$ cat config.mk
export PLATFORM = sky130hd
export DESIGN_NAME = lcd_cmd_sequencer
export DESIGN_NICKNAME = d
export VERILOG_FILES = /design/src/rtl/lcd_cmd_sequencer.sv
export SDC_FILE = /design/constraint.sdc
export NUM_CORES = 1
export LEC_CHECK = 0
export CAP_MARGIN = 20
export CORE_ASPECT_RATIO = 0.5
export CORE_MARGIN = 5
export CORE_UTILIZATION = 54
export DETAILED_ROUTE_END_ITERATION = 12
export PLACE_DENSITY = 0.88
export SLEW_MARGIN = 20
export SYNTH_ARGS = -nofsm -noshare
export SYNTH_HDL_FRONTEND = slang
export SYNTH_SLANG_ARGS = --single-unit
$ cat constraint.sdc
create_clock -name clk -period 2.8 [get_ports clk]
set_input_delay 0.28 -clock clk [delete_from_list [all_inputs] [get_ports clk]]
set_output_delay 0.28 -clock clk [all_outputs]
set_load 0.05 [all_outputs]
$ cat src/rtl/lcd_cmd_sequencer.sv
`default_nettype none
// ============================================================================
// Module   : lcd_cmd_sequencer
// Brief    : Round-robin merge of two command requesters into a FIFO that is
//            drained into LCD_CTRL one command at a time, gated by busy/done.
// Revision : 1.0 - initial release
// ============================================================================
module lcd_cmd_sequencer #(
  parameter int FIFO_DEPTH = 4,
  parameter int CNT_W      = 8
) (
  input  logic             clk,
  input  logic             reset,
  input  logic             req0_valid,
  input  logic [3:0]       req0_cmd,
  output logic             req0_ready,
  input  logic             req1_valid,
  input  logic [3:0]       req1_cmd,
  output logic             req1_ready,
  input  logic             lcd_busy,
  input  logic             lcd_done,
  output logic [3:0]       cmd,
  output logic             cmd_valid,
  output logic             finished,
  output logic [CNT_W-1:0] issued_cnt,
  output logic [CNT_W-1:0] drop_cnt
);

  localparam int               c_PTR_W     = $clog2(FIFO_DEPTH);
  localparam logic [c_PTR_W:0] c_DEPTH     = (c_PTR_W + 1)'(FIFO_DEPTH);
  localparam logic [c_PTR_W:0] c_PTR_ONE   = (c_PTR_W + 1)'(1);
  localparam logic [CNT_W-1:0] c_CNT_ONE   = CNT_W'(1);
  localparam logic [3:0]       c_CMD_WRITE = 4'd0;
  localparam logic [3:0]       c_CMD_MAX   = 4'd11;

  typedef enum logic [2:0] {
    S_IDLE    = 3'd0,
    S_ISSUE   = 3'd1,
    S_WAIT_HI = 3'd2,
    S_WAIT_LO = 3'd3,
    S_DONE    = 3'd4,
    S_FIN     = 3'd5
  } state_t;

  state_t             state_q, state_d;
  logic [3:0]         mem_q [FIFO_DEPTH];
  logic [c_PTR_W:0]   wr_ptr_q, rd_ptr_q;
  logic               rr_q, rr_d;
  logic               wr_queued_q, wr_queued_d;
  logic               last_wr_q, last_wr_d;
  logic               wait_q, wait_d;
  logic [3:0]         cmd_q, cmd_d;
  logic [CNT_W-1:0]   issued_q, issued_d;
  logic [CNT_W-1:0]   drop_q, drop_d;

  logic [c_PTR_W:0]   w_count;
  logic               w_full, w_empty, w_pop, w_allow;
  logic               w_gnt0, w_gnt1, w_acc, w_push;
  logic [3:0]         w_code;
  logic               w_start, w_complete;

  assign w_count = wr_ptr_q - rd_ptr_q;
  assign w_full  = (w_count == c_DEPTH);
  assign w_empty = (wr_ptr_q == rd_ptr_q);
  assign w_pop   = (state_q == S_ISSUE);
  // The head leaving in ISSUE was already captured into cmd_q, so its slot may be refilled.
  assign w_allow = (!w_full || w_pop) && !wr_queued_q && (state_q != S_FIN);

  always_comb begin
    w_gnt0 = 1'b0;
    w_gnt1 = 1'b0;
    if (w_allow) begin
      if (req0_valid && req1_valid) begin
        w_gnt0 = ~rr_q;
        w_gnt1 = rr_q;
      end else begin
        w_gnt0 = req0_valid;
        w_gnt1 = req1_valid;
      end
    end
  end

  assign w_acc  = w_gnt0 | w_gnt1;
  assign w_code = w_gnt1 ? req1_cmd : req0_cmd;
  assign w_push = w_acc && (w_code <= c_CMD_MAX);

  always_comb begin
    rr_d        = rr_q;
    wr_queued_d = wr_queued_q;
    drop_d      = drop_q;
    if (w_acc && req0_valid && req1_valid) rr_d = w_gnt0;
    if (w_push && (w_code == c_CMD_WRITE)) wr_queued_d = 1'b1;
    if (w_acc && !w_push && (drop_q != '1)) drop_d = drop_q + c_CNT_ONE;
  end

  always_comb begin
    state_d    = state_q;
    cmd_d      = cmd_q;
    last_wr_d  = last_wr_q;
    wait_d     = wait_q;
    issued_d   = issued_q;
    w_start    = 1'b0;
    w_complete = 1'b0;
    case (state_q)
      S_IDLE:    if (!w_empty && !lcd_busy) w_start = 1'b1;
      S_ISSUE: begin
        state_d = S_WAIT_HI;
        wait_d  = 1'b0;
        if (issued_q != '1) issued_d = issued_q + c_CNT_ONE;
      end
      S_WAIT_HI: begin
        if (lcd_busy)    state_d    = S_WAIT_LO;
        else if (wait_q) w_complete = 1'b1;
        else             wait_d     = 1'b1;
      end
      S_WAIT_LO: if (!lcd_busy) w_complete = 1'b1;
      S_DONE:    if (lcd_done) state_d = S_FIN;
      S_FIN:     state_d = S_FIN;
      default:   state_d = S_IDLE;
    endcase
    // Completion chains straight into the next ISSUE to keep the 3-cycle spacing.
    if (w_complete) begin
      if (last_wr_q)     state_d = S_DONE;
      else if (!w_empty) w_start = 1'b1;
      else               state_d = S_IDLE;
    end
    if (w_start) begin
      state_d   = S_ISSUE;
      cmd_d     = mem_q[rd_ptr_q[c_PTR_W-1:0]];
      last_wr_d = (mem_q[rd_ptr_q[c_PTR_W-1:0]] == c_CMD_WRITE);
    end
  end

  always_ff @(posedge clk or posedge reset) begin
    if (reset) begin
      state_q     <= S_IDLE;
      wr_ptr_q    <= '0;
      rd_ptr_q    <= '0;
      rr_q        <= 1'b0;
      wr_queued_q <= 1'b0;
      last_wr_q   <= 1'b0;
      wait_q      <= 1'b0;
      cmd_q       <= '0;
      issued_q    <= '0;
      drop_q      <= '0;
      for (int i = 0; i < FIFO_DEPTH; i++) mem_q[i] <= '0;
    end else begin
      state_q     <= state_d;
      rr_q        <= rr_d;
      wr_queued_q <= wr_queued_d;
      last_wr_q   <= last_wr_d;
      wait_q      <= wait_d;
      cmd_q       <= cmd_d;
      issued_q    <= issued_d;
      drop_q      <= drop_d;
      if (w_push) begin
        mem_q[wr_ptr_q[c_PTR_W-1:0]] <= w_code;
        wr_ptr_q                     <= wr_ptr_q + c_PTR_ONE;
      end
      if (w_pop) rd_ptr_q <= rd_ptr_q + c_PTR_ONE;
    end
  end

  assign req0_ready = w_gnt0;
  assign req1_ready = w_gnt1;
  assign cmd        = cmd_q;
  assign cmd_valid  = (state_q == S_ISSUE);
  assign finished   = (state_q == S_FIN);
  assign issued_cnt = issued_q;
  assign drop_cnt   = drop_q;

endmodule
`default_nettype wire
==> results of run 1 <==
power breakdown:
part,switching [uW],internal (uW)
Clock,234,292
Combinational,1170,832
Sequential,324,1020
Total,1730,2140
state kept, by name, indices dropped and copies added (netlist names):
name and count:
mem_q 16, drop_cnt 8, issued_cnt 8, cmd 4, rd_ptr_q 3, state_q 3
wr_ptr_q 3, last_wr_q 1, rr_q 1, wait_q 1, wr_queued_q 1
worst max-delay path by stage:
stage / to / startpoint / slack [ns] / depth (start not counted)
after global routing: req1_ready / rd_ptr_q[1]$_DFFE_PP0N_ / 0.003 / 7
final: req0_ready / rd_ptr_q[1]$_DFFE_PP0N_ / 0.12 / 7
after detailed placement: mem_q[12]$_DFFE_PP0P_ / rd_ptr_q[1]$_DFFE_PP0N_ / 0.19 / 8
after global placement: drop_cnt[6]$_DFFE_PP0P_ / rd_ptr_q[1]$_DFFE_PP0N_ / 0.36 / 7
after CTS: req0_ready / rd_ptr_q[1]$_DFFE_PP0N_ / 0.004 / 7
after floorplan: req0_ready / rd_ptr_q[1]$_DFFE_PP0N_ / 0.24 / 7
worst register-to-register path, cell delays in order (launching register included):
cell and delay, ns:
dfrtp_2 0.44, inv_1 0.07, ha_1 0.30, nor2b_1 0.15
or3_1 0.37, a31oi_2 0.43, buf_4 0.27, buf_4 0.16
a41oi_1 0.13, a31oi_1 0.20
cells in the mapped netlist (7+ instances only):
master	n	area share
a31oi_1	18	0.044
a41oi_1	10	0.034
nand2_1	8	0.012
mux2_2	7	0.031
o21ai_0	8	0.016
xnor2_1	15	0.051
nand3_1	16	0.031
inv_1	7	0.010
dfrtp_1	49	0.48
nor2_1	8	0.012
ha_1	9	0.044
cells by family (layout without fill, tap and decap cells):
kind of cell,after synthesis,count (layout),synth area share
compound gates,55,55,0.1545
xor+xnor,18,18,0.06159
fa+ha+maj,9,9,0.04399
buf+inv,15,55,0.02981
flops,49,49,0.4790
mux,14,14,0.07918
simple gates,67,67,0.1520
timing repair:
action                     in CTS  in global routing
hold buffers                    0                  0
resized for setup               0                  3
setup endpoints to repair       0                  8
metal layers:
layer,GRT usage,part of all wire,vias to the layer above
li1,-,-,944
met1,0.2833,0.43,1071
met2,0.3556,0.46,121
met3,0.05586,0.078,27
met4,0.07194,0.033,0
met5,0,0,-
per-stage QoR:
stage | setup slack (ns) | hold WS [ns] | total power (uW) | area (sq um) | cells
floorplan | 0.2439 | 0.4367 | 2711 | 2565 | 227
global placement | 0.3555 | 0.4762 | 3186 | 3010 | 325
detailed placement | 0.1919 | 0.4723 | 3303 | 3010 | 325
CTS | 0.004411 | 0.4925 | 3840 | 3127 | 333
global route | 0.003394 | 0.5057 | 4112 | 3137 | 333
finish | 0.1216 | 0.4420 | 3868 | 3137 | 333
layout make-up:
class | instances | area [sq um] | area share
clock buffer | 7 | 86.33 | 0.02752
tap | 66 | 82.58 | 0.02633
multi-input combinational | 163 | 1270 | 0.4049
inverter | 7 | 27.53 | 0.008775
timing repair buffer | 40 | 412.9 | 0.1316
sequential | 49 | 1227 | 0.3913
clock inverter | 1 | 30.03 | 0.009573
==> results by group, run 1 <==
Status
  – Outcome: finished, final reports clean

Clock tree
  – # H-tree levels: 2
  – Clk buf depth: 2
  – CTS tree: yes
  – Clock-pin transition on the worst setup and hold timing paths: 0.09 ns
  – Clock Latency Late Sink: ~0.3 ns
  – Cts bufs inserted: 5
  – Post-CTS Setup Bufs: 0
  – Clock root buffer: clkbuf_8
  – Clock sink count: about 50

Synthesis
  – Distinct cell type count after synthesis: 48
  – Post-synthesis sequential area ratio: 0.4790
  – Fraction of registers with async set/reset: 1.000
  – Syn nets: 250
  – Syn_area_per_cell: 11.28 sq um
  – Cell Area, Synth: 2560 sq um
  – Post-synth EDFFs: 0
  – Mapped Cells: 227
  – Top FF cell, synth: dfrtp_1
  – Yosys warnings: 0
  – Yosys reg bits: a little under 50

STA
  – Max Clk Rate: roughly 370 MHz
  – Final setup vio count: 0
  – Clock skew: 0.009122 ns
  – Slew Limit Fails: 0
  – Unrepaired setup endpoints after global routing: false
  – Setup TNS: 0 ns
  – Period utilization: 0.9566
  – Fin crit period: 2.678 ns
  – Final hold viol count: 0
  – Worst-Margin Slew: 0.8299 ns
  – Slew Limit Headroom: 0.4461

Worst hold path
  – Hold Path Class: primary input to asynchronous set/reset pin

Global routing
  – Largest net degree at the start of global routing: 50
  – GRT Util Overall: 0.2159
  – First-pass GRT wire length: 10770 um
  – Overflow after GRT: 0
  – Vias in the first global route: between 2000 and 2500
  – Initial antenna violation count: 0

Layout
  – Most frequent cells in the layout: dfrtp_1 (48), clkdlybuf4s50_1 (35), a31oi_1 (18), nand3_1 (16), xnor2_1 (15)
  – Layout Utilization: 0.6989
  – Commonest non-fill, non-tap cell in the layout: dfrtp_1
  – N_diodes: 0
  – Share of cells above drive strength 1: 0.1236
  – Final #Nets: 289
  – Fill count: 313
  – Area growth, synth to finish: 22.53%

Placement
  – Routability cong.: 0.8790
  – Final HPWL DP: ~4500 um
  – Buffers on Ports: 37

Floorplanning
  – Site Rows: 17
  – Die area: 6301 sq um
  – Die height: 58.69 um
  – Num ports: 38
  – Die span in x: 107.4 um
  – Initial Utilization: 0.5704
  – CORE AREA: 4488 sq um

Detailed routing
  – Initial drt markers: ~190
  – Total vias in the final route: about 2200
  – Remaining DRCs: 0
  – Final WL: 6244 um
  – TritonRoute pass-1 iters: 5
  – DR vias/cell: 6.495
  – Drt wl/cell: 18.75 um
  – Final ANT Viol Nets: 0

Setup path
  – Crit path DAT: between 2 and 2.5 ns
  – Worst-path fanout max: 10
  – CP Buf/Inv Count: 2
  – CP Capture Type: primary output
  – Worst R2R Path Depth: 9
  – R2R Path End: mem_q[12]$_DFFE_PP0P_
  – Delay-heaviest family, CP: compound AO/OA/AOI/OAI gates
  – R2R Path Start: rd_ptr_q[1]$_DFFE_PP0N_
  – Crit-path slowest cell: dfrtp_2
  – Cells along the critical path: inv_1 -> ha_1 -> nor2b_1 -> or3_1 -> a31o_2 -> a211oi_4 -> buf_12
  – R2r setup slk: 0.17 ns
  – Worst setup path category: register to primary output
  – Startpoint types: register
  – Worst path required time: 2.52 ns
  – Crit path largest cell delay: between 0.4 and 0.5 ns

Job
  – Total of max-cap violations: 0

Power
  – Pwr Density: approximately 1200 nW/um^2
  – Leakage: ~0.0013 uW
  – Worst VDD drop: 0.6761 mV
Note: power is estimated with default switching activity, not from simulation.
==> run 2, diff against run 1 <==
Settings changed: CORE_UTILIZATION 54 to 51, CTS_BUF_LIST set to sky130_fd_sc_hd__clkbuf_8, CTS_CLUSTER_SIZE set to 20, PLACE_DENSITY 0.88 to 0.87.
Clock period 2.8 ns to 2.36 ns, I/O delays scaled along.
==> run 2 against run 1 <==
Against the previous run: the run now ends with negative setup slack left; core utilization down 2.3 points; clock power down 1%; wire length up 2.0%; combinational power up 37%; via count about the same; flip-flop and latch count unchanged; clock skew up 0.0048 ns.
==> results by group, run 2 (synthesized netlist as in run 1, its figures left out) <==
Status
  – Outcome: finished, violations left
  – Failing checks: negative setup slack

Clock tree
  – CTS tree: yes
  – Clock root buffer: clkbuf_8
  – Hold_buf cts: 0 (unchanged)
  – Clock sink count: 49 (unchanged)
  – Clk buf depth: 2 (unchanged)
  – Clock-pin transition on the worst setup and hold timing paths: 0.10 ns (about the same)
  – # H-tree levels: 2 (unchanged)
  – Clock Latency Late Sink: 0.31 ns (about the same)
  – Cts bufs inserted: 5 (unchanged)

Setup path
  – Crit path DAT: 2.23 ns (-0.17 ns)
  – Worst path required time: 2.12 ns (-0.40 ns)
  – R2R Path Start: rd_ptr_q[1]$_DFFE_PP0N_
  – Startpoint types: register
  – Worst-path fanout max: 3 (-7)
  – CP Capture Type: primary output
  – Worst setup path category: register to primary output
  – R2R Path End: wr_ptr_q[1]$_DFFE_PP0P_
  – Worst R2R Path Depth: 9 (unchanged)
  – R2r setup slk: 0.05 ns (-0.12 ns)

Power
  – Reg power frac: 0.318 (-0.029)
  – Total power: 4779 uW (+24%)
  – Clock share of power: 0.108 (-0.028)
  – Switch Pwr: 2151 uW (+25%)
  – Pwr Density: 1447 nW/um^2 (+17%)
  – Leakage: 0.001325 uW (+5.7%)
  – Comb pwr share: 0.573 (+0.056)
  – Sw Share: 0.4500 (+0.003848)
  – Internal cell power: 2629 uW (+23%)
  – Worst VDD drop: 0.8955 mV (+32%)

Layout
  – Fill count: 353 (+13%)
  – Share of cells above drive strength 1: 0.2120 (+0.08842)
  – N_diodes: 0 (unchanged)
  – Post-route design area: 3302 sq um (+5.3%)
  – Most frequent cells in the layout: dfrtp_1 (48), clkdlybuf4s50_1 (34), a31oi_1 (18), buf_4 (18), nand3_1 (16)
  – Max reg flops: 16 (unchanged)
  – Biggest register: mem_q
  – Final #Nets: 305 (+5.5%)
  – Commonest non-fill, non-tap cell in the layout: dfrtp_1
  – Layout Utilization: 0.6756 (-0.02329)
  – Area growth, synth to finish: 28.98%

Floorplanning
  – Site Rows: 18 (+1)
  – Num ports: 38 (unchanged)
  – Initial Utilization: 0.5238 (-0.04658)
  – Die height: 60.10 um (+2.4%)
  – Die span in x: 110.2 um (+2.6%)
  – CORE AREA: 4887 sq um (+8.9%)
  – Die area: 6623 sq um (+5.1%)

Placement
  – Routability cong.: 0.8804 (+0.16%)
  – Setup WS pre-CTS: 0.09348 ns (-0.09844 ns)
  – Buffers on Ports: 37 (unchanged)
  – Final HPWL DP: 4647 um (+2.8%)
  – Placement Cell Area: 3118 sq um (+3.6%)

Global routing
  – First-pass GRT wire length: 10500 um (-2.5%)
  – Largest net degree at the start of global routing: 24 (-52%)
  – Initial antenna violation count: 0 (unchanged)
  – Vias in the first global route: 2151 (-1.0%)
  – Overflow after GRT: 0 (unchanged)
  – GRT Util Overall: 0.2056 (-0.01026)

STA
  – Max Clk Rate: 405.6 MHz
  – Slew Limit Fails: 0 (unchanged)
  – Period utilization: 1.045
  – Fin worst setup slack: -0.1055 ns (-0.2271 ns)
  – Worst hold slack: 0.2377 ns (-0.2043 ns)
  – Slew Limit Headroom: 0.6520 (+0.2059)
  – Fin crit period: around 2.5 ns
  – Final setup vio count: 2 (+2)
  – Clock skew: 0.01394 ns (+0.004814 ns)
  – Worst-Margin Slew: 0.5201 ns (-0.3098 ns)
  – Final hold viol count: 0 (unchanged)
  – Unrepaired setup endpoints after global routing: true

Detailed routing
  – Drt wl/cell: 18.04 um (-3.8%)
  – Initial drt markers: 131 (-30%)
  – TritonRoute pass-1 iters: 4 (-1)
  – Final ANT Viol Nets: 0 (unchanged)
  – DR vias/cell: 6.130 (-5.6%)
  – Total vias in the final route: 2164 (+0.046%)
  – Remaining DRCs: 0 (unchanged)
  – Final WL: 6368 um (+2.0%)

Worst hold path
  – Hold Path Class: primary input to asynchronous set/reset pin

Job
  – Total of max-cap violations: 0 (unchanged)
[run 2: layer usage]
metal	up-vias	routed length, um	track usage
met5	-	0	0
met4	0	138	0.07018
met3	19	381	0.04315
met2	92	3159	0.3491
met1	1072	2688	0.2654
li1	981	-	-
[run 2: worst max-delay path by stage]
stage	endpoint	from	slack, ns	cells past startpoint
2_1_floorplan	req0_ready	rd_ptr_q[1]$_DFFE_PP0N_	0.05	7
3_3_place_gp	req0_ready	wr_ptr_q[1]$_DFFE_PP0P_	0.17	7
3_5_place_dp	drop_cnt[6]$_DFFE_PP0P_	rd_ptr_q[1]$_DFFE_PP0N_	0.09	7
4_1_cts	req0_ready	rd_ptr_q[1]$_DFFE_PP0N_	-0.14	8
5_1_grt	req0_ready	rd_ptr_q[1]$_DFFE_PP0N_	-0.17	8
6_report	req0_ready	rd_ptr_q[1]$_DFFE_PP0N_	-0.11	8
[run 2: what timing repair did]
item                                    in CTS  in global routing
buffers inserted                             3                  2
endpoints found under the setup margin       2                  7
gates resized for setup                      4                  9
pin swaps                                    2                  3
[run 2: through the flow]
| stage | TNS [ns] | instances |
|---|---|---|
| final | -0.1172 | 353 |
| after global routing | -0.2975 | 353 |
| after CTS | -0.1592 | 351 |
| after detailed placement | 0 | 340 |
| after global placement | 0 | 340 |
| after floorplan | 0 | 227 |
[run 2: final cells by class]
cell class	instances	area, sq um	area share
multi-input cells	163	1319	0.3994
clock inverters	3	26.28	0.007958
well taps	70	87.58	0.02653
clock buffers	5	68.82	0.02084
flip-flops and latches	49	1227	0.3717
inverters	7	26.28	0.007958
repair buffers	56	546.8	0.1656
[run 2: power by group through the flow]
stage | sequential, uW | clock, uW | combinational, uW
2_1_floorplan | 1860 | 0 | 1370
3_3_place_gp | 1490 | 0 | 2410
3_5_place_dp | 1520 | 0 | 2510
4_1_cts | 1510 | 527 | 2620
5_1_grt | 1570 | 566 | 2930
6_report | 1520 | 518 | 2740
[run 2: worst max-delay path, stage by stage (launching register included)]
cell,delay [ns]
dfrtp_1,0.41
inv_2,0.10
ha_4,0.21
nor2b_4,0.13
or3_4,0.34
a31o_1,0.24
buf_6,0.14
a211oi_4,0.19
buf_12,0.17
==> run 3, diff against run 2 <==
Settings changed: CORE_ASPECT_RATIO 0.5 to 0.7, PLACE_DENSITY 0.87 to 0.86.
==> run 3 against run 2 <==
Against the previous run: the flow still finishes with violations (negative setup slack); sequential power hardly changed; critical endpoint unchanged; sequential share of layout area is 0.41 points lower; register-to-register slack better by 0.03 ns; cell count stayed put; critical path depth is 1 lower; count of clock-buffer cells in the layout stayed put; clock power is 12% lower.
==> results by group, run 3 (synthesized netlist as in run 1, its figures left out) <==
Placement
  – Routability cong.: 0.8906 (+1.2%)
  – Final HPWL DP: 4314 um (-7.2%)
  – Buffers on Ports: 37 (unchanged)
  – Placed cells: 340 (unchanged)

Clock tree
  – Clock-pin transition on the worst setup and hold timing paths: 0.09 ns (about the same)
  – # H-tree levels: 2 (unchanged)
  – Cts bufs inserted: 5 (unchanged)
  – Clk buf depth: 2 (unchanged)
  – CTS tree: yes
  – Hold_buf cts: 0 (unchanged)
  – Clock Latency Late Sink: 0.30 ns (about the same)
  – Clock sink count: 49 (unchanged)
  – Clock root buffer: clkbuf_8

Floorplanning
  – Die height: 69.28 um (+15%)
  – Initial Utilization: 0.5324 (+0.008587)
  – Die area: 6559 sq um (-0.96%)
  – Die span in x: 94.68 um (-14%)
  – Site Rows: 21 (+3)
  – Num ports: 38 (unchanged)
  – CORE AREA: 4808 sq um (-1.6%)

STA
  – Final setup vio count: 1 (-1)
  – Setup TNS: -0.09189 ns (+0.02528 ns)
  – Clock skew: 0.01161 ns (-0.002329 ns)
  – Final hold viol count: 0 (unchanged)
  – Worst hold slack: 0.2555 ns (+0.01786 ns)
  – Slew Limit Fails: 0 (unchanged)
  – Period utilization: 1.039 (-0.005784)
  – Max Clk Rate: 407.8 MHz (+0.56%)
  – Fin crit period: 2.452 ns (-0.01365 ns)
  – Unrepaired setup endpoints after global routing: true
  – Fin worst setup slack: -0.09189 ns (+0.01365 ns)
  – Worst-Margin Slew: 0.5093 ns (-0.01081 ns)
  – Slew Limit Headroom: 0.6594 (+0.007422)

Setup path
  – Worst setup path category: register to primary output
  – Startpoint types: register
  – Crit path capture: req0_ready
  – Worst-path fanout max: 3 (unchanged)
  – Setup crit start: wr_ptr_q[1]$_DFFE_PP0P_
  – R2R Path End: mem_q[6]$_DFFE_PP0P_
  – CP Capture Type: primary output
  – Worst R2R Path Depth: 9 (unchanged)
  – R2r setup slk: 0.08 ns (+0.03 ns)
  – Cells along the critical path: ha_4 -> nor2b_4 -> or3_4 -> a31o_1 -> buf_6 -> a211oi_4 -> buf_12
  – Crit path largest cell delay: 0.42 ns (about the same)
  – Crit path DAT: 2.22 ns (about the same)
  – Crit-path slowest cell: dfrtp_1
  – Worst path required time: 2.12 ns (about the same)
  – R2R Path Start: wr_ptr_q[1]$_DFFE_PP0P_

Global routing
  – First-pass GRT wire length: 10490 um (-0.12%)
  – Initial antenna violation count: 0 (unchanged)
  – Largest net degree at the start of global routing: 31 (+29%)
  – Vias in the first global route: 2164 (+0.60%)
  – Overflow after GRT: 0 (unchanged)
  – GRT Util Overall: 0.1994 (-0.006204)

Power
  – Pwr Density: 1429 nW/um^2 (-1.3%)
  – Worst VDD drop: 0.8155 mV (-8.9%)
  – Total power: 4768 uW (-0.25%)
  – Leakage: 0.001348 uW (+1.8%)

Layout
  – Final #Nets: 308 (+0.98%)
  – Commonest non-fill, non-tap cell in the layout: dfrtp_1
  – Max reg flops: 16 (unchanged)
  – Share of cells above drive strength 1: 0.2113 (-0.0007465)
  – N_diodes: 0 (unchanged)
  – Biggest register: mem_q
  – Fill count: 370 (+4.8%)
  – Area growth, synth to finish: 30.30%
  – Layout Utilization: 0.6937 (+0.01810)
  – Most frequent cells in the layout: dfrtp_1 (49), clkdlybuf4s50_1 (34), buf_4 (20), a31oi_1 (18), nand3_1 (16)
  – Non-filler cells, final: 353 (unchanged)

Detailed routing
  – Final WL: 6305 um (-0.99%)
  – Initial drt markers: 156 (+19%)
  – Final ANT Viol Nets: 0 (unchanged)
  – Drt wl/cell: 17.86 um (-0.99%)
  – Total vias in the final route: 2116 (-2.2%)
  – Remaining DRCs: 0 (unchanged)
  – TritonRoute pass-1 iters: 4 (unchanged)
  – DR vias/cell: 5.994 (-2.2%)

Job
  – Total of max-cap violations: 0 (unchanged)

Worst hold path
  – Hold Path Class: primary input to asynchronous set/reset pin

Status
  – Failing checks: negative setup slack
  – Outcome: finished, violations left
## run 3: worst max-delay path: cells and delay by family (launching register included)
kind	cells	cell delay [ns]
buffers and inverters	2	0.31
adders and majority gates	1	0.27
AOI/OAI and AO/OA	2	0.45
DFF	1	0.42
and+or+nand+nor	2	0.47
## run 3: power by group
group | total (uW) | internal [uW] | switching (uW) | leakage [uW]
clock | 457 | 196 | 261 | 0.0000399
combinational | 2790 | 1250 | 1540 | 0.000719
sequential | 1520 | 1210 | 313 | 0.000590
## run 3: timing repair
action                     CTS  global route
setup buffers                5             2
setup endpoints to repair    2            16
pin swaps                    2             3
gates resized for setup      6            10
## run 3: worst min-delay path by stage
| stage | to | slack, ns | cells past startpoint |
|---|---|---|---|
| final | drop_cnt[6]$_DFFE_PP0P_ | 0.26 | 2 |
| after CTS | drop_cnt[6]$_DFFE_PP0P_ | 0.27 | 2 |
| after floorplan | state_q[0]$_DFF_PP0_ | 0.39 | 2 |
| after global placement | rd_ptr_q[2]$_DFFE_PP0N_ | 0.48 | 1 |
| after detailed placement | issued_cnt[5]$_DFFE_PP0P_ | 0.49 | 1 |
| after global routing | drop_cnt[6]$_DFFE_PP0P_ | 0.29 | 2 |
## run 3: metrics by stage
stage / setup slack (ns) / cell area [sq um]
3_3_place_gp: 0.1680 / 3137
3_5_place_dp: 0.08085 / 3137
6_report: -0.09189 / 3336
4_1_cts: -0.1295 / 3278
2_1_floorplan: 0.04597 / 2575
5_1_grt: -0.1732 / 3336
## run 3: cell type report
type	instances	area, sq um	area share
Clock buffer	5	68.82	0.02063
Clock inverter	1	5.005	0.001500
Inverter	7	26.28	0.007877
Multi-Input combinational cell	163	1341	0.4021
Sequential cell	49	1226	0.3676
Tap cell	69	86.33	0.02588
Timing Repair Buffer	59	581.8	0.1744
## run 3: per-layer routing
metal  track usage  vias to the layer above  share of wire
li1              -                      981              -
met1        0.2873                     1017           0.45
met2        0.3016                      107           0.45
met3       0.05531                       11          0.086
met4       0.03840                        0          0.010
met5             0                        -              0
